$ cat src/rtl/spi_flash_pkg.sv
// Shared opcodes and FSM state encoding for the SPI flash responder.
package spi_flash_pkg;

   localparam logic [7:0] OP_READ      = 8'h03;
   localparam logic [7:0] OP_FAST_READ = 8'h0B;
   localparam logic [7:0] OP_RDSR      = 8'h05;
   localparam logic [7:0] OP_RDID      = 8'h9F;

   typedef enum logic [3:0] {
      WAIT_CS_HIGH,
      IDLE,
      CMD,
      ADDR,
      DUMMY,
      DATA,
      ID,
      STAT,
      IGNORE
   } state_e;

endpackage

$ cat src/rtl/spi_flash_responder_if.sv
// SPI pins, memory read port and command observation signals of the flash responder.
interface spi_flash_responder_if #(
   parameter int ADDR_W = 24
);
   logic              spi_cs;
   logic              spi_sck;
   logic              spi_mosi;
   logic              spi_miso;
   logic              spi_miso_oe;
   logic              mem_rd;
   logic [ADDR_W-1:0] mem_addr;
   logic [7:0]        mem_rdata;
   logic              cmd_strobe;
   logic [7:0]        cmd_code;

   modport slave (
      input  spi_cs, spi_sck, spi_mosi, mem_rdata,
      output spi_miso, spi_miso_oe, mem_rd, mem_addr, cmd_strobe, cmd_code
   );

   modport master (
      output spi_cs, spi_sck, spi_mosi, mem_rdata,
      input  spi_miso, spi_miso_oe, mem_rd, mem_addr, cmd_strobe, cmd_code
   );
endinterface

$ cat src/rtl/spi_edge_sync.sv
// Two-flop synchronisers for SCK/CS/MOSI plus edge pulses taken from the synchronised copies.
module spi_edge_sync (
   input  logic clk_i,
   input  logic reset_i,
   input  logic sck_i,
   input  logic cs_i,
   input  logic mosi_i,
   output logic sckRise_o,
   output logic sckFall_o,
   output logic csRise_o,
   output logic csFall_o,
   output logic csLevel_o,
   output logic mosiLevel_o
);
   logic [2:0] sck_q;
   logic [2:0] cs_q;
   logic [1:0] mosi_q;

   // CS resets low so a transaction still in flight after reset is never mistaken for idle.
   always_ff @(posedge clk_i) begin
      if (reset_i) begin
         sck_q  <= '0;
         cs_q   <= '0;
         mosi_q <= '0;
      end else begin
         sck_q  <= {sck_q[1:0], sck_i};
         cs_q   <= {cs_q[1:0], cs_i};
         mosi_q <= {mosi_q[0], mosi_i};
      end
   end

   assign sckRise_o   =  sck_q[1] & ~sck_q[2];
   assign sckFall_o   = ~sck_q[1] &  sck_q[2];
   assign csRise_o    =  cs_q[1]  & ~cs_q[2];
   assign csFall_o    = ~cs_q[1]  &  cs_q[2];
   assign csLevel_o   =  cs_q[1];
   assign mosiLevel_o =  mosi_q[1];
endmodule

$ cat src/rtl/spi_flash_responder.sv
// SPI mode-0 NOR flash emulator: JEDEC ID, status read and data read from a 1-cycle memory port.
// Define SPI_FAST_READ_EN to accept opcode 0x0B with 8 dummy clocks.
module spi_flash_responder
   import spi_flash_pkg::*;
#(
   parameter int          ADDR_W     = 24,
   parameter logic [23:0] JEDEC_ID   = 24'hEF4016,
   parameter logic [7:0]  STATUS_VAL = 8'h00
) (
   input  logic                  clk_48mhz,
   input  logic                  reset,
   spi_flash_responder_if.slave  bus
);
   localparam logic [ADDR_W-1:0] ADDR_ONE = ADDR_W'(1);

   logic sckRise, sckFall, csRise, csFall, csLevel, mosiLevel;
   logic rise, fall, lastBit;
   logic [23:0] shiftNext;

   state_e            state_q, state_d;
   logic [2:0]        bitCnt_q;
   logic [1:0]        byteCnt_q;
   logic [23:0]       shiftIn_q;
   logic [7:0]        txShift_q;
   logic [7:0]        nextByte_q;
   logic              rdPend_q;
   logic              fast_q;
   logic              miso_q;
   logic              memRd_q;
   logic [ADDR_W-1:0] memAddr_q;
   logic              cmdStrobe_q;
   logic [7:0]        cmdCode_q;
   logic [7:0]        loadByte;
   logic              misoOe;

   spi_edge_sync u_sync (
      .clk_i       (clk_48mhz),
      .reset_i     (reset),
      .sck_i       (bus.spi_sck),
      .cs_i        (bus.spi_cs),
      .mosi_i      (bus.spi_mosi),
      .sckRise_o   (sckRise),
      .sckFall_o   (sckFall),
      .csRise_o    (csRise),
      .csFall_o    (csFall),
      .csLevel_o   (csLevel),
      .mosiLevel_o (mosiLevel)
   );

   assign rise      = sckRise & ~csLevel;
   assign fall      = sckFall & ~csLevel;
   assign lastBit   = (bitCnt_q == 3'd7);
   assign shiftNext = {shiftIn_q[22:0], mosiLevel};

   always_ff @(posedge clk_48mhz) begin
      if (reset) state_q <= WAIT_CS_HIGH;
      else       state_q <= state_d;
   end

   always_comb begin
      state_d = state_q;
      if (csRise) begin
         state_d = IDLE;
      end else begin
         case (state_q)
            WAIT_CS_HIGH: if (csLevel) state_d = IDLE;
            IDLE:         if (csFall) state_d = CMD;
            CMD: begin
               if (rise && lastBit) begin
                  case (shiftNext[7:0])
                     OP_RDID:      state_d = ID;
                     OP_RDSR:      state_d = STAT;
                     OP_READ:      state_d = ADDR;
`ifdef SPI_FAST_READ_EN
                     OP_FAST_READ: state_d = ADDR;
`endif
                     default:      state_d = IGNORE;
                  endcase
               end
            end
            ADDR:    if (rise && lastBit && byteCnt_q == 2'd2) state_d = fast_q ? DUMMY : DATA;
            DUMMY:   if (rise && lastBit) state_d = DATA;
            default: state_d = state_q;
         endcase
      end
   end

   // Byte presented at the next byte boundary, and whether MISO is being driven.
   always_comb begin
      loadByte = 8'h00;
      misoOe   = ~csLevel & ((state_q == DATA) | (state_q == ID) | (state_q == STAT));
      case (state_q)
         DATA: loadByte = nextByte_q;
         STAT: loadByte = STATUS_VAL;
         ID: begin
            case (byteCnt_q)
               2'd0:    loadByte = JEDEC_ID[23:16];
               2'd1:    loadByte = JEDEC_ID[15:8];
               2'd2:    loadByte = JEDEC_ID[7:0];
               default: loadByte = 8'h00;
            endcase
         end
         default: loadByte = 8'h00;
      endcase
   end

   always_ff @(posedge clk_48mhz) begin
      if (reset) begin
         bitCnt_q    <= '0;
         byteCnt_q   <= '0;
         shiftIn_q   <= '0;
         txShift_q   <= '0;
         nextByte_q  <= '0;
         rdPend_q    <= 1'b0;
         fast_q      <= 1'b0;
         miso_q      <= 1'b0;
         memRd_q     <= 1'b0;
         memAddr_q   <= '0;
         cmdStrobe_q <= 1'b0;
         cmdCode_q   <= '0;
      end else begin
         memRd_q     <= 1'b0;
         cmdStrobe_q <= 1'b0;
         rdPend_q    <= memRd_q;
         if (rdPend_q) nextByte_q <= bus.mem_rdata;
         if (csRise) begin
            bitCnt_q  <= '0;
            byteCnt_q <= '0;
            shiftIn_q <= '0;
            txShift_q <= '0;
            fast_q    <= 1'b0;
            miso_q    <= 1'b0;
         end else begin
            case (state_q)
               CMD: begin
                  if (rise) begin
                     shiftIn_q <= shiftNext;
                     bitCnt_q  <= bitCnt_q + 3'd1;
                     if (lastBit) begin
                        cmdStrobe_q <= 1'b1;
                        cmdCode_q   <= shiftNext[7:0];
                        fast_q      <= (shiftNext[7:0] == OP_FAST_READ);
                        byteCnt_q   <= '0;
                     end
                  end
               end
               ADDR: begin
                  if (rise) begin
                     shiftIn_q <= shiftNext;
                     bitCnt_q  <= bitCnt_q + 3'd1;
                     if (lastBit) begin
                        byteCnt_q <= (byteCnt_q == 2'd3) ? 2'd3 : byteCnt_q + 2'd1;
                        if (byteCnt_q == 2'd2) begin
                           memRd_q   <= 1'b1;
                           memAddr_q <= shiftNext[ADDR_W-1:0];
                        end
                     end
                  end
               end
               DUMMY: if (rise) bitCnt_q <= bitCnt_q + 3'd1;
               // Byte boundaries load a fresh byte; data reads prefetch the following address here.
               DATA, ID, STAT: begin
                  if (fall) begin
                     bitCnt_q <= bitCnt_q + 3'd1;
                     if (bitCnt_q == 3'd0) begin
                        miso_q    <= loadByte[7];
                        txShift_q <= {loadByte[6:0], 1'b0};
                        if (state_q == DATA) begin
                           memRd_q   <= 1'b1;
                           memAddr_q <= memAddr_q + ADDR_ONE;
                        end
                        if (state_q == ID) byteCnt_q <= (byteCnt_q == 2'd3) ? 2'd3 : byteCnt_q + 2'd1;
                     end else begin
                        miso_q    <= txShift_q[7];
                        txShift_q <= {txShift_q[6:0], 1'b0};
                     end
                  end
               end
               IGNORE:  miso_q <= 1'b0;
               default: ;
            endcase
         end
      end
   end

   assign bus.spi_miso    = miso_q;
   assign bus.spi_miso_oe = misoOe;
   assign bus.mem_rd      = memRd_q;
   assign bus.mem_addr    = memAddr_q;
   assign bus.cmd_strobe  = cmdStrobe_q;
   assign bus.cmd_code    = cmdCode_q;
endmodule

$ cat src/flat_wrapper.sv
// flat-port wrapper written by rule: the top's interface ports become plain ports
module spi_flash_responder_flat import spi_flash_pkg::*;
#(
   parameter int          ADDR_W     = 24,
   parameter logic [23:0] JEDEC_ID   = 24'hEF4016,
   parameter logic [7:0]  STATUS_VAL = 8'h00
)
  (clk_48mhz, reset, bus_spi_cs, bus_spi_sck, bus_spi_mosi, bus_mem_rdata, bus_spi_miso, bus_spi_miso_oe, bus_mem_rd, bus_mem_addr, bus_cmd_strobe, bus_cmd_code);
  spi_flash_responder_if #(.ADDR_W(ADDR_W)) bus_i ();
  input  logic clk_48mhz;
  input  logic reset;
  input wire logic [$bits(bus_i.spi_cs)-1:0] bus_spi_cs;
  input wire logic [$bits(bus_i.spi_sck)-1:0] bus_spi_sck;
  input wire logic [$bits(bus_i.spi_mosi)-1:0] bus_spi_mosi;
  input wire logic [$bits(bus_i.mem_rdata)-1:0] bus_mem_rdata;
  output wire logic [$bits(bus_i.spi_miso)-1:0] bus_spi_miso;
  output wire logic [$bits(bus_i.spi_miso_oe)-1:0] bus_spi_miso_oe;
  output wire logic [$bits(bus_i.mem_rd)-1:0] bus_mem_rd;
  output wire logic [$bits(bus_i.mem_addr)-1:0] bus_mem_addr;
  output wire logic [$bits(bus_i.cmd_strobe)-1:0] bus_cmd_strobe;
  output wire logic [$bits(bus_i.cmd_code)-1:0] bus_cmd_code;
  assign bus_i.spi_cs = bus_spi_cs;
  assign bus_i.spi_sck = bus_spi_sck;
  assign bus_i.spi_mosi = bus_spi_mosi;
  assign bus_i.mem_rdata = bus_mem_rdata;
  assign bus_spi_miso = bus_i.spi_miso;
  assign bus_spi_miso_oe = bus_i.spi_miso_oe;
  assign bus_mem_rd = bus_i.mem_rd;
  assign bus_mem_addr = bus_i.mem_addr;
  assign bus_cmd_strobe = bus_i.cmd_strobe;
  assign bus_cmd_code = bus_i.cmd_code;
  spi_flash_responder #(.ADDR_W(ADDR_W), .JEDEC_ID(JEDEC_ID), .STATUS_VAL(STATUS_VAL)) u_core (.clk_48mhz(clk_48mhz), .reset(reset), .bus(bus_i));
endmodule
$ cat config.mk
export PLATFORM = sky130hd
export DESIGN_NAME = spi_flash_responder_flat
export DESIGN_NICKNAME = d
export VERILOG_FILES = /design/src/rtl/spi_flash_pkg.sv /design/src/rtl/spi_flash_responder_if.sv /design/src/rtl/spi_edge_sync.sv /design/src/rtl/spi_flash_responder.sv /design/src/flat_wrapper.sv
export SDC_FILE = /design/constraint.sdc
export NUM_CORES = 1
export LEC_CHECK = 0
export ABC_AREA = 0
export CORE_MARGIN = 5
export CORE_UTILIZATION = 40
export DETAILED_ROUTE_END_ITERATION = 7
export DONT_BUFFER_PORTS = 1
export GPL_TIMING_DRIVEN = 0
export PLACE_DENSITY_LB_ADDON = 0.08
export SLEW_MARGIN = 20
export SYNTH_ARGS = -nofsm -noshare
export SYNTH_HDL_FRONTEND = slang
export SYNTH_SLANG_ARGS = --single-unit
$ cat constraint.sdc
create_clock -name clk_48mhz -period 1.9 [get_ports clk_48mhz]
set_input_delay 0.475 -clock clk_48mhz [delete_from_list [all_inputs] [get_ports clk_48mhz]]
set_output_delay 0.475 -clock clk_48mhz [all_outputs]
set_load 0.01 [all_outputs]
==> report_table.html, run 1 <==
<table>
<tr><th>Metric</th><th>Value</th></tr>
<tr><th colspan="2">Outcome</th></tr>
<tr><td>Result of the run</td><td>finished, violations left</td></tr>
<tr><td>Violations in the final reports</td><td>setup timing</td></tr>
<tr><th colspan="2">Detailed routing</th></tr>
<tr><td>Wire length reported by the detailed router</td><td>13800 um</td></tr>
<tr><td>Number of iterations in the first detailed-routing pass</td><td>5</td></tr>
<tr><td>WL per Instance</td><td>18.6 um</td></tr>
<tr><td>Remaining number of nets flagged by the antenna check after routing</td><td>0</td></tr>
<tr><td>DRC violations left</td><td>0</td></tr>
<tr><td>Via density</td><td>slightly below 6</td></tr>
<tr><td>Total number of vias</td><td>4377</td></tr>
<tr><td>Iter 0 DRT Violations</td><td>377</td></tr>
<tr><th colspan="2">Hold path</th></tr>
<tr><td>Type of the tightest min-delay check</td><td>input pin to flop</td></tr>
<tr><th colspan="2">Timing</th></tr>
<tr><td>Worst-margin pin slew</td><td>roughly 0.83 ns</td></tr>
<tr><td>Minimum setup slack in the final design</td><td>-0.110 ns</td></tr>
<tr><td>Max Clock Skew</td><td>approximately 0.0077 ns</td></tr>
<tr><td>Worst slew margin</td><td>0.449</td></tr>
<tr><td>Fin crit share</td><td>1.06</td></tr>
<tr><td>Post-layout min period</td><td>slightly above 2 ns</td></tr>
<tr><td>Total negative slack</td><td>-1.52 ns</td></tr>
<tr><td>Final count of pins violating max slew</td><td>0</td></tr>
<tr><td>Final Hold Vio Count</td><td>0</td></tr>
<tr><td>F_max</td><td>roughly 500 MHz</td></tr>
<tr><td>Setup repair after global routing missed its margin</td><td>true</td></tr>
<tr><td>Final setup fails</td><td>26</td></tr>
<tr><th colspan="2">Cells and area</th></tr>
<tr><td>Final Instance Count excl. Fillers</td><td>between 700 and 800</td></tr>
<tr><td>Fin nets</td><td>615</td></tr>
<tr><td>Area overhead of the layout relative to synthesis</td><td>27.2%</td></tr>
<tr><td>Fraction of layout instances using a drive strength above 1</td><td>0.262</td></tr>
<tr><td>Layout fillers</td><td>~1000</td></tr>
<tr><td>Antenna diode count</td><td>0</td></tr>
<tr><th colspan="2">Power and ir drop</th></tr>
<tr><td>Internal Dissipation</td><td>0.00297 W</td></tr>
<tr><td>Clock Power Share</td><td>0.455</td></tr>
<tr><td>NetSw</td><td>~0.00087 W</td></tr>
<tr><td>Share of power burned in registers</td><td>0.505</td></tr>
<tr><td>Power density of the placed cells</td><td>between 600 and 700 nW/um^2</td></tr>
<tr><td>Comb power frac</td><td>0.041</td></tr>
<tr><td>Switching fraction of total power</td><td>0.227</td></tr>
<tr><td>Largest voltage drop on the vdd net</td><td>about 0.55 mV</td></tr>
<tr><td>Sum of internal, switching and leakage power</td><td>between 0.003 and 0.004 W</td></tr>
<tr><td>Static leakage</td><td>between 1.5 and 2 nW</td></tr>
<tr><th colspan="2">Job</th></tr>
<tr><td>Max-cap violations</td><td>0</td></tr>
<tr><th colspan="2">Floorplanning</th></tr>
<tr><td>Width of the die</td><td>116 um</td></tr>
<tr><td>Count of pins on the block boundary</td><td>slightly below 50</td></tr>
<tr><td>Vertical die dimension</td><td>between 100 and 150 um</td></tr>
<tr><td>Number of core rows</td><td>38</td></tr>
<tr><td>Placeable core region</td><td>roughly 11000 um^2</td></tr>
<tr><td>Die area</td><td>around 14000 um^2</td></tr>
<tr><td>Initial cell density of the core</td><td>0.412</td></tr>
<tr><th colspan="2">Global route</th></tr>
<tr><td>Number of global-route vias before repair</td><td>roughly 4100</td></tr>
<tr><td>Number of antenna violations at the first check in global routing</td><td>0</td></tr>
<tr><td>Gr usage total</td><td>0.204</td></tr>
<tr><td>Largest net degree at the start of global routing</td><td>15</td></tr>
<tr><td>Global-route wire length before repair</td><td>21700 um</td></tr>
<tr><td>Gr ovfl total</td><td>0</td></tr>
<tr><th colspan="2">Yosys</th></tr>
<tr><td>Number of flops mapped to enable cells by yosys</td><td>0</td></tr>
<tr><td>Register bit total from synthesis</td><td>92</td></tr>
<tr><td>Synth Net Count</td><td>slightly below 600</td></tr>
<tr><td>Per-instance average area after synthesis</td><td>8.02 um^2</td></tr>
<tr><td>Synth Warn #</td><td>0</td></tr>
<tr><td>Asr flop ratio synth</td><td>0</td></tr>
<tr><td>Cell Area, Synth</td><td>4530 um^2</td></tr>
<tr><td>Number of distinct library cells after synthesis</td><td>63</td></tr>
<tr><td>Proportion of netlist area held by the largest area contributor</td><td>0.407</td></tr>
<tr><td>Portion of the post-synthesis area used by sequential elements</td><td>0.407</td></tr>
<tr><td>Dominant cell type by area after synthesis</td><td>dfxtp_1</td></tr>
<tr><td>Leading cell types by total area after synthesis</td><td>dfxtp_1 (41%), a21oi_1 (7.3%), nand2_1 (5.8%)</td></tr>
<tr><td>Number of standard cells after synthesis</td><td>around 570</td></tr>
<tr><td>Most frequent cell after synthesis</td><td>dfxtp_1</td></tr>
<tr><td>Commonest cells in the netlist</td><td>dfxtp_1 (92), nand2_1 (70), a21oi_1 (66), o21ai_0 (43), nor2_1 (39)</td></tr>
<tr><td>Main synth FF type</td><td>dfxtp_1</td></tr>
<tr><th colspan="2">Setup path</th></tr>
<tr><td>Data arrival, critical path</td><td>between 2 and 2.5 ns</td></tr>
<tr><td>Type of origin of the critical path</td><td>flop</td></tr>
<tr><td>Req. time, crit path</td><td>between 2 and 2.5 ns</td></tr>
<tr><td>Crit path largest cell delay</td><td>around 0.40 ns</td></tr>
<tr><td>CP bufs+invs</td><td>1</td></tr>
<tr><td>Family with the most delay on the worst path</td><td>compound AO/OA/AOI/OAI gates</td></tr>
<tr><td>Critical path's most frequent cell</td><td>a211o_4</td></tr>
<tr><td>Cells along the critical path</td><td>or3b_4 &gt; a211o_4 &gt; a211o_4 &gt; buf_12 &gt; a21oi_4 &gt; o32ai_4</td></tr>
<tr><td>Critical path fanouts, max</td><td>6</td></tr>
<tr><td>Highest-delay cell along the critical path</td><td>or3b_4</td></tr>
<tr><td>Setup crit end kind</td><td>flop</td></tr>
<tr><td>Kind of critical path</td><td>flop to flop</td></tr>
<tr><th colspan="2">CTS</th></tr>
<tr><td>Buffer levels on the longest clock path</td><td>2</td></tr>
<tr><td>TritonCTS clock tree</td><td>built</td></tr>
<tr><td>Clock-pin slew of the registers on the worst-case setup and hold paths</td><td>around 0.07 ns</td></tr>
<tr><td>Clock Sinks</td><td>92</td></tr>
<tr><td>CTS buffer count</td><td>9</td></tr>
<tr><td>Clock Latency Late Sink</td><td>~0.35 ns</td></tr>
<tr><td>Number of levels in the clock H-tree</td><td>3</td></tr>
<tr><td>CTS Root Cell</td><td>clkbuf_16</td></tr>
<tr><th colspan="2">Placement</th></tr>
<tr><td>Quantity of I/O buffers inserted on ports</td><td>0</td></tr>
<tr><td>Worst slack at placement</td><td>-0.516 ns</td></tr>
<tr><td>Gpl congestion</td><td>about 0.91</td></tr>
<tr><td>Placed cells</td><td>~700</td></tr>
<tr><td>Final HPWL from detailed placement</td><td>between 9000 and 10000 um</td></tr>
</table>
registers in the layout (all words and copies together) (netlist names), 4 cells and up:
register             cells
u_core.txShift_q         7
u_core.bus.cmd_code      8
u_core.bus.mem_addr     24
u_core.nextByte_q        8
u_core.state_q           4
u_core.shiftIn_q        23
power groups by stage:
stage | Clock (W) | Combinational, W | Sequential, W
6_report | 0.00175 | 0.000157 | 0.00194
5_1_grt | 0.00188 | 0.000169 | 0.00194
4_1_cts | 0.00178 | 0.000148 | 0.00194
3_5_place_dp | 0 | 0.000133 | 0.00199
3_3_place_gp | 0 | 0.000133 | 0.00199
2_1_floorplan | 0 | 0.0000946 | 0.00199
through the flow:
stage / util / cell area (um^2) / hold slack, ns
after detailed placement: 0.430 / 4720 / 0.427
after global routing: 0.525 / 5760 / 0.262
after CTS: 0.484 / 5320 / 0.254
after floorplan: - / 4550 / 0.414
after global placement: 0.430 / 4720 / 0.419
final: 0.525 / 5760 / 0.261
final timing paths:
check,start,endpoint,slack (ns),cells past startpoint
hold / removal,bus_spi_sck,u_core.u_sync.sck_q[0]$_SDFF_PP0_,0.26,1
hold reg to reg,u_core.u_sync.sck_q[0]$_SDFF_PP0_,u_core.u_sync.sck_q[1]$_SDFF_PP0_,0.44,1
setup reg to reg,u_core.u_sync.cs_q[1]$_SDFF_PP0_,u_core.bus.mem_addr[6]$_SDFFE_PP0P_,-0.11,6
setup / recovery,u_core.u_sync.cs_q[1]$_SDFF_PP0_,u_core.bus.mem_addr[6]$_SDFFE_PP0P_,-0.11,6
cell type report:
cell class | instances | area, um^2 | share of cell area
Buffer | 38 | 225 | 0.0391
Clock buffer | 13 | 270 | 0.0469
Clock inverter | 3 | 20.0 | 0.00347
Inverter | 5 | 18.8 | 0.00326
Multi-Input combinational cell | 424 | 2910 | 0.505
Sequential cell | 92 | 1890 | 0.328
Tap cell | 140 | 175 | 0.0304
Timing Repair Buffer | 28 | 254 | 0.0441
layout by cell type (no fill, tap or decap), types with 10 or more instances in the layout:
cell,count
and2_1,16
dfxtp_1,70
clkbuf_1,18
nor3_1,15
nand2_1,69
nor2b_1,12
nand2b_1,11
mux2i_1,18
o21ai_2,14
dfxtp_2,14
clkbuf_2,10
clkbuf_16,10
a21oi_1,55
nor2_1,35
o21ai_0,26
buf_4,22
worst reg2reg max path: stages (launching register included):
cell     delay (ns)
dfxtp_4        0.36
or3b_4         0.40
a211o_4        0.37
a211o_4        0.35
buf_12         0.17
a21oi_4        0.13
o32ai_4        0.09
cell families after synthesis:
kind of cell             Yosys count  share of synthesized area
AND/OR/NAND/NOR                  235                      0.267
XOR/XNOR                           2                    0.00387
AO/OA/AOI/OAI                    165                      0.226
multiplexers                      18                     0.0398
adder cells (fa/ha/maj)            4                     0.0111
buffers and inverters             49                     0.0461
flip-flops                        92                      0.407
what timing repair did:
action                                 4_1_cts  5_1_grt
hold buffers                                 0        0
pin swaps                                    8       38
endpoints found under the hold margin        0        0
gates cloned                                 2        1
setup endpoints to repair                   70       67
resized for setup                           86       82
buffers inserted                             9       16
metal layers:
| layer | vias to the layer above | track usage | share of wire |
|---|---|---|---|
| met5 | - | 0 | 0 |
| met4 | 0 | 0.0781 | 0.019 |
| met3 | 23 | 0.0440 | 0.080 |
| met2 | 174 | 0.292 | 0.43 |
| met1 | 2071 | 0.298 | 0.47 |
| li1 | 2109 | - | - |
Power figures use the tool's default switching activity.
==> run 2, diff against run 1 <==
==> constraint.sdc (replaced) <==
create_clock -name clk_48mhz -period 2 [get_ports clk_48mhz]
set_input_delay 0.5 -clock clk_48mhz [delete_from_list [all_inputs] [get_ports clk_48mhz]]
set_output_delay 0.5 -clock clk_48mhz [all_outputs]
set_load 0.01 [all_outputs]
==> run 2 against run 1 <==
The flow still finishes with violations (setup timing); die area stayed put; via count down 1.0%; total power down 1.4%; setup slack better by 0.082 ns; sequential power shrank 5%; core utilization is 1.5 points lower; clock power is 3% higher; sequential cell count is the same; largest cell class unchanged.
==> report_table.html, run 2 (synthesis gave the netlist of run 1 again) <==
<table>
<tr><th>Metric</th><th>Value</th></tr>
<tr><th colspan="2">Timing</th></tr>
<tr><td>Final setup fails</td><td>7 (-73%)</td></tr>
<tr><td>Worst-margin pin slew</td><td>0.759 ns (-0.0666 ns)</td></tr>
<tr><td>F_max</td><td>493 MHz (-0.86%)</td></tr>
<tr><td>Worst slew margin</td><td>0.494 (+0.0444)</td></tr>
<tr><td>Minimum setup slack in the final design</td><td>-0.0278 ns (+0.0825 ns)</td></tr>
<tr><td>Final Hold Vio Count</td><td>0 (unchanged)</td></tr>
<tr><td>Max Clock Skew</td><td>0.0100 ns (+0.00233 ns)</td></tr>
<tr><td>Total negative slack</td><td>-0.0881 ns (+1.43 ns)</td></tr>
<tr><td>Final count of pins violating max slew</td><td>0 (unchanged)</td></tr>
<tr><td>Setup repair after global routing missed its margin</td><td>true</td></tr>
<tr><td>Post-layout min period</td><td>2.03 ns (+0.0175 ns)</td></tr>
<tr><td>Fin crit share</td><td>1.01 (-0.0441)</td></tr>
<tr><th colspan="2">CTS</th></tr>
<tr><td>Number of levels in the clock H-tree</td><td>3 (unchanged)</td></tr>
<tr><td>CTS Root Cell</td><td>clkbuf_16</td></tr>
<tr><td>CTS buffer count</td><td>9 (unchanged)</td></tr>
<tr><td>TritonCTS clock tree</td><td>built</td></tr>
<tr><td>Buffer levels on the longest clock path</td><td>2 (unchanged)</td></tr>
<tr><td>Clock Sinks</td><td>92 (unchanged)</td></tr>
<tr><td>Clock-pin slew of the registers on the worst-case setup and hold paths</td><td>0.07 ns (about the same)</td></tr>
<tr><td>Clock Latency Late Sink</td><td>0.35 ns (about the same)</td></tr>
<tr><td>Hold buffer count at CTS</td><td>0 (unchanged)</td></tr>
<tr><th colspan="2">Setup path</th></tr>
<tr><td>Beginning of the critical path</td><td>u_core.u_sync.cs_q[1]$_SDFF_PP0_</td></tr>
<tr><td>Data arrival, critical path</td><td>2.24 ns (+0.03 ns)</td></tr>
<tr><td>Startpoint of the worst-slack reg-to-reg timing path</td><td>u_core.u_sync.cs_q[1]$_SDFF_PP0_</td></tr>
<tr><td>Req. time, crit path</td><td>2.21 ns (+0.11 ns)</td></tr>
<tr><td>Register-to-register setup slack</td><td>-0.03 ns (+0.08 ns)</td></tr>
<tr><td>Type of origin of the critical path</td><td>flop</td></tr>
<tr><td>Capturing element of the worst setup path</td><td>u_core.bus.mem_addr[7]$_SDFFE_PP0P_</td></tr>
<tr><td>Kind of critical path</td><td>flop to flop</td></tr>
<tr><td>Critical path fanouts, max</td><td>5 (-1)</td></tr>
<tr><td>Capturing point of the worst reg2reg path</td><td>u_core.bus.mem_addr[7]$_SDFFE_PP0P_</td></tr>
<tr><td>Setup crit end kind</td><td>flop</td></tr>
<tr><td>Depth of the worst register-to-register path</td><td>6 (unchanged)</td></tr>
<tr><th colspan="2">Floorplanning</th></tr>
<tr><td>Die area</td><td>13600 um^2 (unchanged)</td></tr>
<tr><td>Width of the die</td><td>116 um (unchanged)</td></tr>
<tr><td>Initial cell density of the core</td><td>0.412 (unchanged)</td></tr>
<tr><td>Count of pins on the block boundary</td><td>49 (unchanged)</td></tr>
<tr><td>Vertical die dimension</td><td>116 um (unchanged)</td></tr>
<tr><td>Number of core rows</td><td>38 (unchanged)</td></tr>
<tr><td>Placeable core region</td><td>11000 um^2 (unchanged)</td></tr>
<tr><th colspan="2">Global route</th></tr>
<tr><td>Largest net degree at the start of global routing</td><td>15 (unchanged)</td></tr>
<tr><td>Gr usage total</td><td>0.204 (-0.000342)</td></tr>
<tr><td>Number of global-route vias before repair</td><td>4132 (+1.9%)</td></tr>
<tr><td>Gr ovfl total</td><td>0 (unchanged)</td></tr>
<tr><td>Number of antenna violations at the first check in global routing</td><td>0 (unchanged)</td></tr>
<tr><td>Global-route wire length before repair</td><td>21600 um (-0.35%)</td></tr>
<tr><th colspan="2">Placement</th></tr>
<tr><td>Quantity of I/O buffers inserted on ports</td><td>0 (unchanged)</td></tr>
<tr><td>Worst slack at placement</td><td>-0.551 ns (-0.0353 ns)</td></tr>
<tr><td>Final HPWL from detailed placement</td><td>9110 um (-1.7%)</td></tr>
<tr><td>Gpl congestion</td><td>0.860 (-5.5%)</td></tr>
<tr><th colspan="2">Cells and area</th></tr>
<tr><td>Fraction of layout instances using a drive strength above 1</td><td>0.227 (-0.0348)</td></tr>
<tr><td>Fin nets</td><td>608 (-1.1%)</td></tr>
<tr><td>Number of flip-flops in the largest register</td><td>24 (unchanged)</td></tr>
<tr><td>Commonest cells after routing, fill and taps aside</td><td>dfxtp_1 (71), nand2_1 (69), a21oi_1 (55)</td></tr>
<tr><td>Antenna diode count</td><td>0 (unchanged)</td></tr>
<tr><td>Most frequent standard cell in the layout excluding fill and tap cells</td><td>dfxtp_1</td></tr>
<tr><td>Final standard cell utilization of the core</td><td>0.510 (-0.0149)</td></tr>
<tr><td>Area overhead of the layout relative to synthesis</td><td>23.6%</td></tr>
<tr><td>Layout fillers</td><td>1042 (+2.7%)</td></tr>
<tr><th colspan="2">Detailed routing</th></tr>
<tr><td>Remaining number of nets flagged by the antenna check after routing</td><td>0 (unchanged)</td></tr>
<tr><td>Total number of vias</td><td>4333 (-1.0%)</td></tr>
<tr><td>Iter 0 DRT Violations</td><td>363 (-3.7%)</td></tr>
<tr><td>WL per Instance</td><td>18.3 um (-1.3%)</td></tr>
<tr><td>Via density</td><td>5.90 (+0.21%)</td></tr>
<tr><td>Wire length reported by the detailed router</td><td>13500 um (-2.5%)</td></tr>
<tr><td>DRC violations left</td><td>0 (unchanged)</td></tr>
<tr><td>Number of iterations in the first detailed-routing pass</td><td>5 (unchanged)</td></tr>
<tr><th colspan="2">Outcome</th></tr>
<tr><td>Result of the run</td><td>finished, violations left</td></tr>
<tr><td>Violations in the final reports</td><td>setup timing</td></tr>
<tr><th colspan="2">Power and ir drop</th></tr>
<tr><td>Power density of the placed cells</td><td>676 nW/um^2 (+1.4%)</td></tr>
<tr><td>Largest voltage drop on the vdd net</td><td>0.395 mV (-28%)</td></tr>
<tr><td>Static leakage</td><td>1.85 nW (-4.5%)</td></tr>
<tr><th colspan="2">Hold path</th></tr>
<tr><td>Worst Hold Path Cells</td><td>1 (unchanged)</td></tr>
<tr><td>Type of the tightest min-delay check</td><td>input pin to flop</td></tr>
<tr><th colspan="2">Job</th></tr>
<tr><td>Max-cap violations</td><td>0 (unchanged)</td></tr>
</table>
run 2: final cells by class:
| cell class | instances | area (um^2) | area share |
|---|---|---|---|
| Multi-Input combinational cell | 424 | 2790 | 0.499 |
| Sequential cell | 92 | 1890 | 0.337 |
| Clock buffer | 9 | 225 | 0.0402 |
| Buffer | 39 | 211 | 0.0378 |
| Timing Repair Buffer | 20 | 210 | 0.0375 |
| Tap cell | 140 | 175 | 0.0313 |
| Clock inverter | 5 | 78.8 | 0.0141 |
| Inverter | 5 | 18.8 | 0.00335 |
run 2: how the worst min path moves through the flow:
| stage | startpoint | end |
|---|---|---|
| final | bus_spi_mosi | u_core.u_sync.mosi_q[0]$_SDFF_PP0_ |
| after global routing | bus_spi_cs | u_core.u_sync.cs_q[0]$_SDFF_PP0_ |
| after CTS | bus_spi_cs | u_core.u_sync.cs_q[0]$_SDFF_PP0_ |
| after detailed placement | u_core.u_sync.sck_q[0]$_SDFF_PP0_ | u_core.u_sync.sck_q[1]$_SDFF_PP0_ |
| after global placement | u_core.u_sync.sck_q[0]$_SDFF_PP0_ | u_core.u_sync.sck_q[1]$_SDFF_PP0_ |
| after floorplan | u_core.u_sync.cs_q[0]$_SDFF_PP0_ | u_core.u_sync.cs_q[1]$_SDFF_PP0_ |
run 2: stage by stage:
stage	hold slack [ns]	instances	power, W	instance area, um^2
after floorplan	0.414	565	0.00198	4530
after global placement	0.417	705	0.00202	4700
after detailed placement	0.428	705	0.00202	4700
after CTS	0.268	724	0.00382	5260
after global routing	0.267	734	0.00393	5600
final	0.279	734	0.00379	5600
run 2: layer usage:
layer	up-vias	wire length [um]	track usage
met2	149	5700	0.289
met1	2069	6530	0.290
li1	2094	-	-
met3	21	932	0.0508
met5	-	0	0
met4	0	291	0.0905
run 2: worst max-delay path, stage by stage, from the launching register on:
cell	delay [ns]
dfxtp_4	0.36
or3b_4	0.45
a211o_4	0.38
a211o_4	0.32
buf_6	0.16
a21oi_2	0.13
o32ai_2	0.08
run 2: report_power, final:
group	switching (W)	internal, W
combinational	0.0000978	0.0000464
sequential	0.0000105	0.00183
clock	0.000722	0.00108
run 2: timing repair:
| item | CTS | global route |
|---|---|---|
| cloned | 3 | 1 |
| endpoints found under the setup margin | 64 | 62 |
| buffers inserted | 7 | 9 |
| pin swaps | 12 | 39 |
| resized for setup | 79 | 76 |
==> run 3, diff against run 2 <==
--- a/config.mk
+++ b/config.mk
@@ -6,6 +6,7 @@
 export NUM_CORES = 1
 export LEC_CHECK = 0
 export ABC_AREA = 0
+export CAP_MARGIN = 30
 export CORE_MARGIN = 5
 export CORE_UTILIZATION = 40
 export DETAILED_ROUTE_END_ITERATION = 7
@@ -16,3 +17,4 @@
 export SYNTH_ARGS = -nofsm -noshare
 export SYNTH_HDL_FRONTEND = slang
 export SYNTH_SLANG_ARGS = --single-unit
+export TNS_END_PERCENT = 30
==> run 3 against run 2 <==
The run still ends with setup timing left; final cell count shrank 0.82%; combinational power is essentially flat; via count shrank 1.1%; highest routed layer unchanged.
==> report_table.html, run 3 (synthesis gave the netlist of run 1 again) <==
<table>
<tr><th>Metric</th><th>Value</th></tr>
<tr><th colspan="2">Cells and area</th></tr>
<tr><td>Area overhead of the layout relative to synthesis</td><td>19.1%</td></tr>
<tr><td>Fraction of layout instances using a drive strength above 1</td><td>0.196 (-0.0317)</td></tr>
<tr><td>Post-Layout Inst Area</td><td>5400 um^2 (-3.6%)</td></tr>
<tr><td>Fin nets</td><td>601 (-1.2%)</td></tr>
<tr><td>Most frequent standard cell in the layout excluding fill and tap cells</td><td>dfxtp_1</td></tr>
<tr><td>Commonest cells after routing, fill and taps aside</td><td>dfxtp_1 (72), nand2_1 (69), a21oi_1 (61)</td></tr>
<tr><td>Antenna diode count</td><td>0 (unchanged)</td></tr>
<tr><td>Final standard cell utilization of the core</td><td>0.491 (-0.0185)</td></tr>
<tr><td>Number of flip-flops in the largest register</td><td>24 (unchanged)</td></tr>
<tr><th colspan="2">Timing</th></tr>
<tr><td>F_max</td><td>486 MHz (-1.5%)</td></tr>
<tr><td>Setup repair after global routing missed its margin</td><td>true</td></tr>
<tr><td>Worst-case hold slack</td><td>0.287 ns (+0.00803 ns)</td></tr>
<tr><td>Post-layout min period</td><td>2.06 ns (+0.0300 ns)</td></tr>
<tr><td>Final count of pins violating max slew</td><td>0 (unchanged)</td></tr>
<tr><td>Max Clock Skew</td><td>0.00723 ns (-0.00280 ns)</td></tr>
<tr><td>Minimum setup slack in the final design</td><td>-0.0578 ns (-0.0300 ns)</td></tr>
<tr><td>Final Hold Vio Count</td><td>0 (unchanged)</td></tr>
<tr><td>Worst slew margin</td><td>0.516 (+0.0226)</td></tr>
<tr><td>Fin crit share</td><td>1.03 (+0.0150)</td></tr>
<tr><td>Worst-margin pin slew</td><td>0.726 ns (-0.0338 ns)</td></tr>
<tr><td>Final setup fails</td><td>17 (+10)</td></tr>
<tr><th colspan="2">Global route</th></tr>
<tr><td>Global-route wire length before repair</td><td>22000 um (+1.5%)</td></tr>
<tr><td>Largest net degree at the start of global routing</td><td>15 (unchanged)</td></tr>
<tr><td>Gr ovfl total</td><td>0 (unchanged)</td></tr>
<tr><td>Number of antenna violations at the first check in global routing</td><td>0 (unchanged)</td></tr>
<tr><td>Gr usage total</td><td>0.206 (+0.00233)</td></tr>
<tr><td>Number of global-route vias before repair</td><td>4137 (+0.12%)</td></tr>
<tr><th colspan="2">CTS</th></tr>
<tr><td>Clock Sinks</td><td>92 (unchanged)</td></tr>
<tr><td>Hold buffer count at CTS</td><td>0 (unchanged)</td></tr>
<tr><td>Clock Latency Late Sink</td><td>0.35 ns (about the same)</td></tr>
<tr><td>CTS Root Cell</td><td>clkbuf_16</td></tr>
<tr><td>Clock-pin slew of the registers on the worst-case setup and hold paths</td><td>0.07 ns (about the same)</td></tr>
<tr><td>Buffer levels on the longest clock path</td><td>2 (unchanged)</td></tr>
<tr><td>Number of levels in the clock H-tree</td><td>3 (unchanged)</td></tr>
<tr><td>TritonCTS clock tree</td><td>built</td></tr>
<tr><td>CTS buffer count</td><td>9 (unchanged)</td></tr>
<tr><th colspan="2">Placement</th></tr>
<tr><td>Gpl congestion</td><td>0.860 (unchanged)</td></tr>
<tr><td>Cell area after placement</td><td>4710 um^2 (+0.11%)</td></tr>
<tr><td>Quantity of I/O buffers inserted on ports</td><td>0 (unchanged)</td></tr>
<tr><td>Final HPWL from detailed placement</td><td>9180 um (+0.70%)</td></tr>
<tr><th colspan="2">Power and ir drop</th></tr>
<tr><td>Share of power burned in registers</td><td>0.482 (-0.004)</td></tr>
<tr><td>Switching fraction of total power</td><td>0.216 (-0.00333)</td></tr>
<tr><td>Internal Dissipation</td><td>0.00301 W (+1.7%)</td></tr>
<tr><td>Sum of internal, switching and leakage power</td><td>0.00384 W (+1.3%)</td></tr>
<tr><td>Comb power frac</td><td>0.038 (about the same)</td></tr>
<tr><td>NetSw</td><td>0.000828 W (-0.27%)</td></tr>
<tr><td>Power density of the placed cells</td><td>711 nW/um^2 (+5.1%)</td></tr>
<tr><td>Static leakage</td><td>1.80 nW (-2.4%)</td></tr>
<tr><td>Largest voltage drop on the vdd net</td><td>0.418 mV (+5.8%)</td></tr>
<tr><td>Clock Power Share</td><td>0.481 (+0.005)</td></tr>
<tr><th colspan="2">Floorplanning</th></tr>
<tr><td>Count of pins on the block boundary</td><td>49 (unchanged)</td></tr>
<tr><td>Width of the die</td><td>116 um (unchanged)</td></tr>
<tr><td>Number of core rows</td><td>38 (unchanged)</td></tr>
<tr><td>Placeable core region</td><td>11000 um^2 (unchanged)</td></tr>
<tr><td>Initial cell density of the core</td><td>0.412 (unchanged)</td></tr>
<tr><td>Vertical die dimension</td><td>116 um (unchanged)</td></tr>
<tr><td>Die area</td><td>13600 um^2 (unchanged)</td></tr>
<tr><th colspan="2">Detailed routing</th></tr>
<tr><td>Number of iterations in the first detailed-routing pass</td><td>5 (unchanged)</td></tr>
<tr><td>DRC violations left</td><td>0 (unchanged)</td></tr>
<tr><td>Via density</td><td>5.89 (-0.25%)</td></tr>
<tr><td>Iter 0 DRT Violations</td><td>429 (+18%)</td></tr>
<tr><td>Total number of vias</td><td>4287 (-1.1%)</td></tr>
<tr><td>WL per Instance</td><td>18.1 um (-1.5%)</td></tr>
<tr><td>Remaining number of nets flagged by the antenna check after routing</td><td>0 (unchanged)</td></tr>
<tr><td>Wire length reported by the detailed router</td><td>13100 um (-2.3%)</td></tr>
<tr><th colspan="2">Setup path</th></tr>
<tr><td>Setup crit end kind</td><td>flop</td></tr>
<tr><td>Critical path fanouts, max</td><td>5 (unchanged)</td></tr>
<tr><td>Type of origin of the critical path</td><td>flop</td></tr>
<tr><td>Data arrival, critical path</td><td>2.26 ns (+0.02 ns)</td></tr>
<tr><td>Req. time, crit path</td><td>2.20 ns (about the same)</td></tr>
<tr><td>Kind of critical path</td><td>flop to flop</td></tr>
<tr><th colspan="2">Hold path</th></tr>
<tr><td>Type of the tightest min-delay check</td><td>input pin to flop</td></tr>
<tr><th colspan="2">Outcome</th></tr>
<tr><td>Result of the run</td><td>finished, violations left</td></tr>
<tr><td>Violations in the final reports</td><td>setup timing</td></tr>
<tr><th colspan="2">Job</th></tr>
<tr><td>Max-cap violations</td><td>0 (unchanged)</td></tr>
</table>
## run 3: cell count changes in the layout (fill, tap and decap cells not counted), moves of 2 or more
cell / delta
a21oi_1: +6
o32ai_1: +4
o21ai_1: +3
buf_8: -2
o21ai_2: -5
dfxtp_2: +3
a21oi_2: -5
o21ai_0: +2
o32ai_2: -4
dfxtp_4: -4
ha_2: +2
ha_4: -2
## run 3: metrics by stage
stage	setup WS, ns	TNS, ns	cells
6_report	-0.0578	-0.464	728
5_1_grt	-0.135	-2.70	728
4_1_cts	-0.0869	-2.11	727
3_5_place_dp	-0.567	-14.50	706
3_3_place_gp	-0.564	-13.67	705
2_1_floorplan	0.00398	0	565
## run 3: layout make-up
| type | instances | area (um^2) |
|---|---|---|
| Sequential cell | 92 | 1880 |
| Buffer | 37 | 193 |
| Fill cell | 1071 | 5590 |
| Inverter | 5 | 18.8 |
| Multi-Input combinational cell | 424 | 2690 |
| Clock inverter | 4 | 73.8 |
| Tap cell | 140 | 175 |
| Timing Repair Buffer | 15 | 129 |
| Clock buffer | 11 | 243 |
## run 3: power groups by stage
stage / Combinational, W / Clock, W / Sequential (W)
2_1_floorplan: 0.0000888 / 0 / 0.00189
3_3_place_gp: 0.000126 / 0 / 0.00189
3_5_place_dp: 0.000124 / 0 / 0.00189
4_1_cts: 0.000137 / 0.00188 / 0.00185
5_1_grt: 0.000158 / 0.00198 / 0.00185
6_report: 0.000144 / 0.00184 / 0.00185
## run 3: what timing repair did
action                                 CTS  global route
setup endpoints to repair               65            71
gates resized for setup                 76            54
pin swaps                               22            18
endpoints found under the hold margin    0             0
setup buffers                            8             4
cloned                                   2             0
## run 3: path summary, 6_finish.rpt
| check | startpoint | to | cells past startpoint | slack, ns |
|---|---|---|---|---|
| setup / recovery | u_core.u_sync.cs_q[1]$_SDFF_PP0_ | u_core.bus.mem_addr[10]$_SDFFE_PP0P_ | 6 | -0.06 |
| hold reg to reg | u_core.u_sync.sck_q[0]$_SDFF_PP0_ | u_core.u_sync.sck_q[1]$_SDFF_PP0_ | 1 | 0.44 |
| setup reg to reg | u_core.u_sync.cs_q[1]$_SDFF_PP0_ | u_core.bus.mem_addr[10]$_SDFFE_PP0P_ | 6 | -0.06 |
| hold / removal | bus_spi_sck | u_core.u_sync.sck_q[0]$_SDFF_PP0_ | 1 | 0.29 |
## run 3: critical path, cell delays in order, from the launching register on
cell and delay (ns):
dfxtp_4 0.35, or3b_4 0.44, a211o_4 0.38, a211o_4 0.36, buf_6 0.15, o21ai_1 0.15
a21oi_2 0.08
## run 3: routing by layer
metal	track usage	vias to the layer above	part of all wire	wire [um]
met5	0	-	0	0
met4	0.0835	0	0.025	323
met3	0.0435	25	0.080	1050
met2	0.295	158	0.42	5560
met1	0.300	2018	0.47	6210
li1	-	2086	-	-
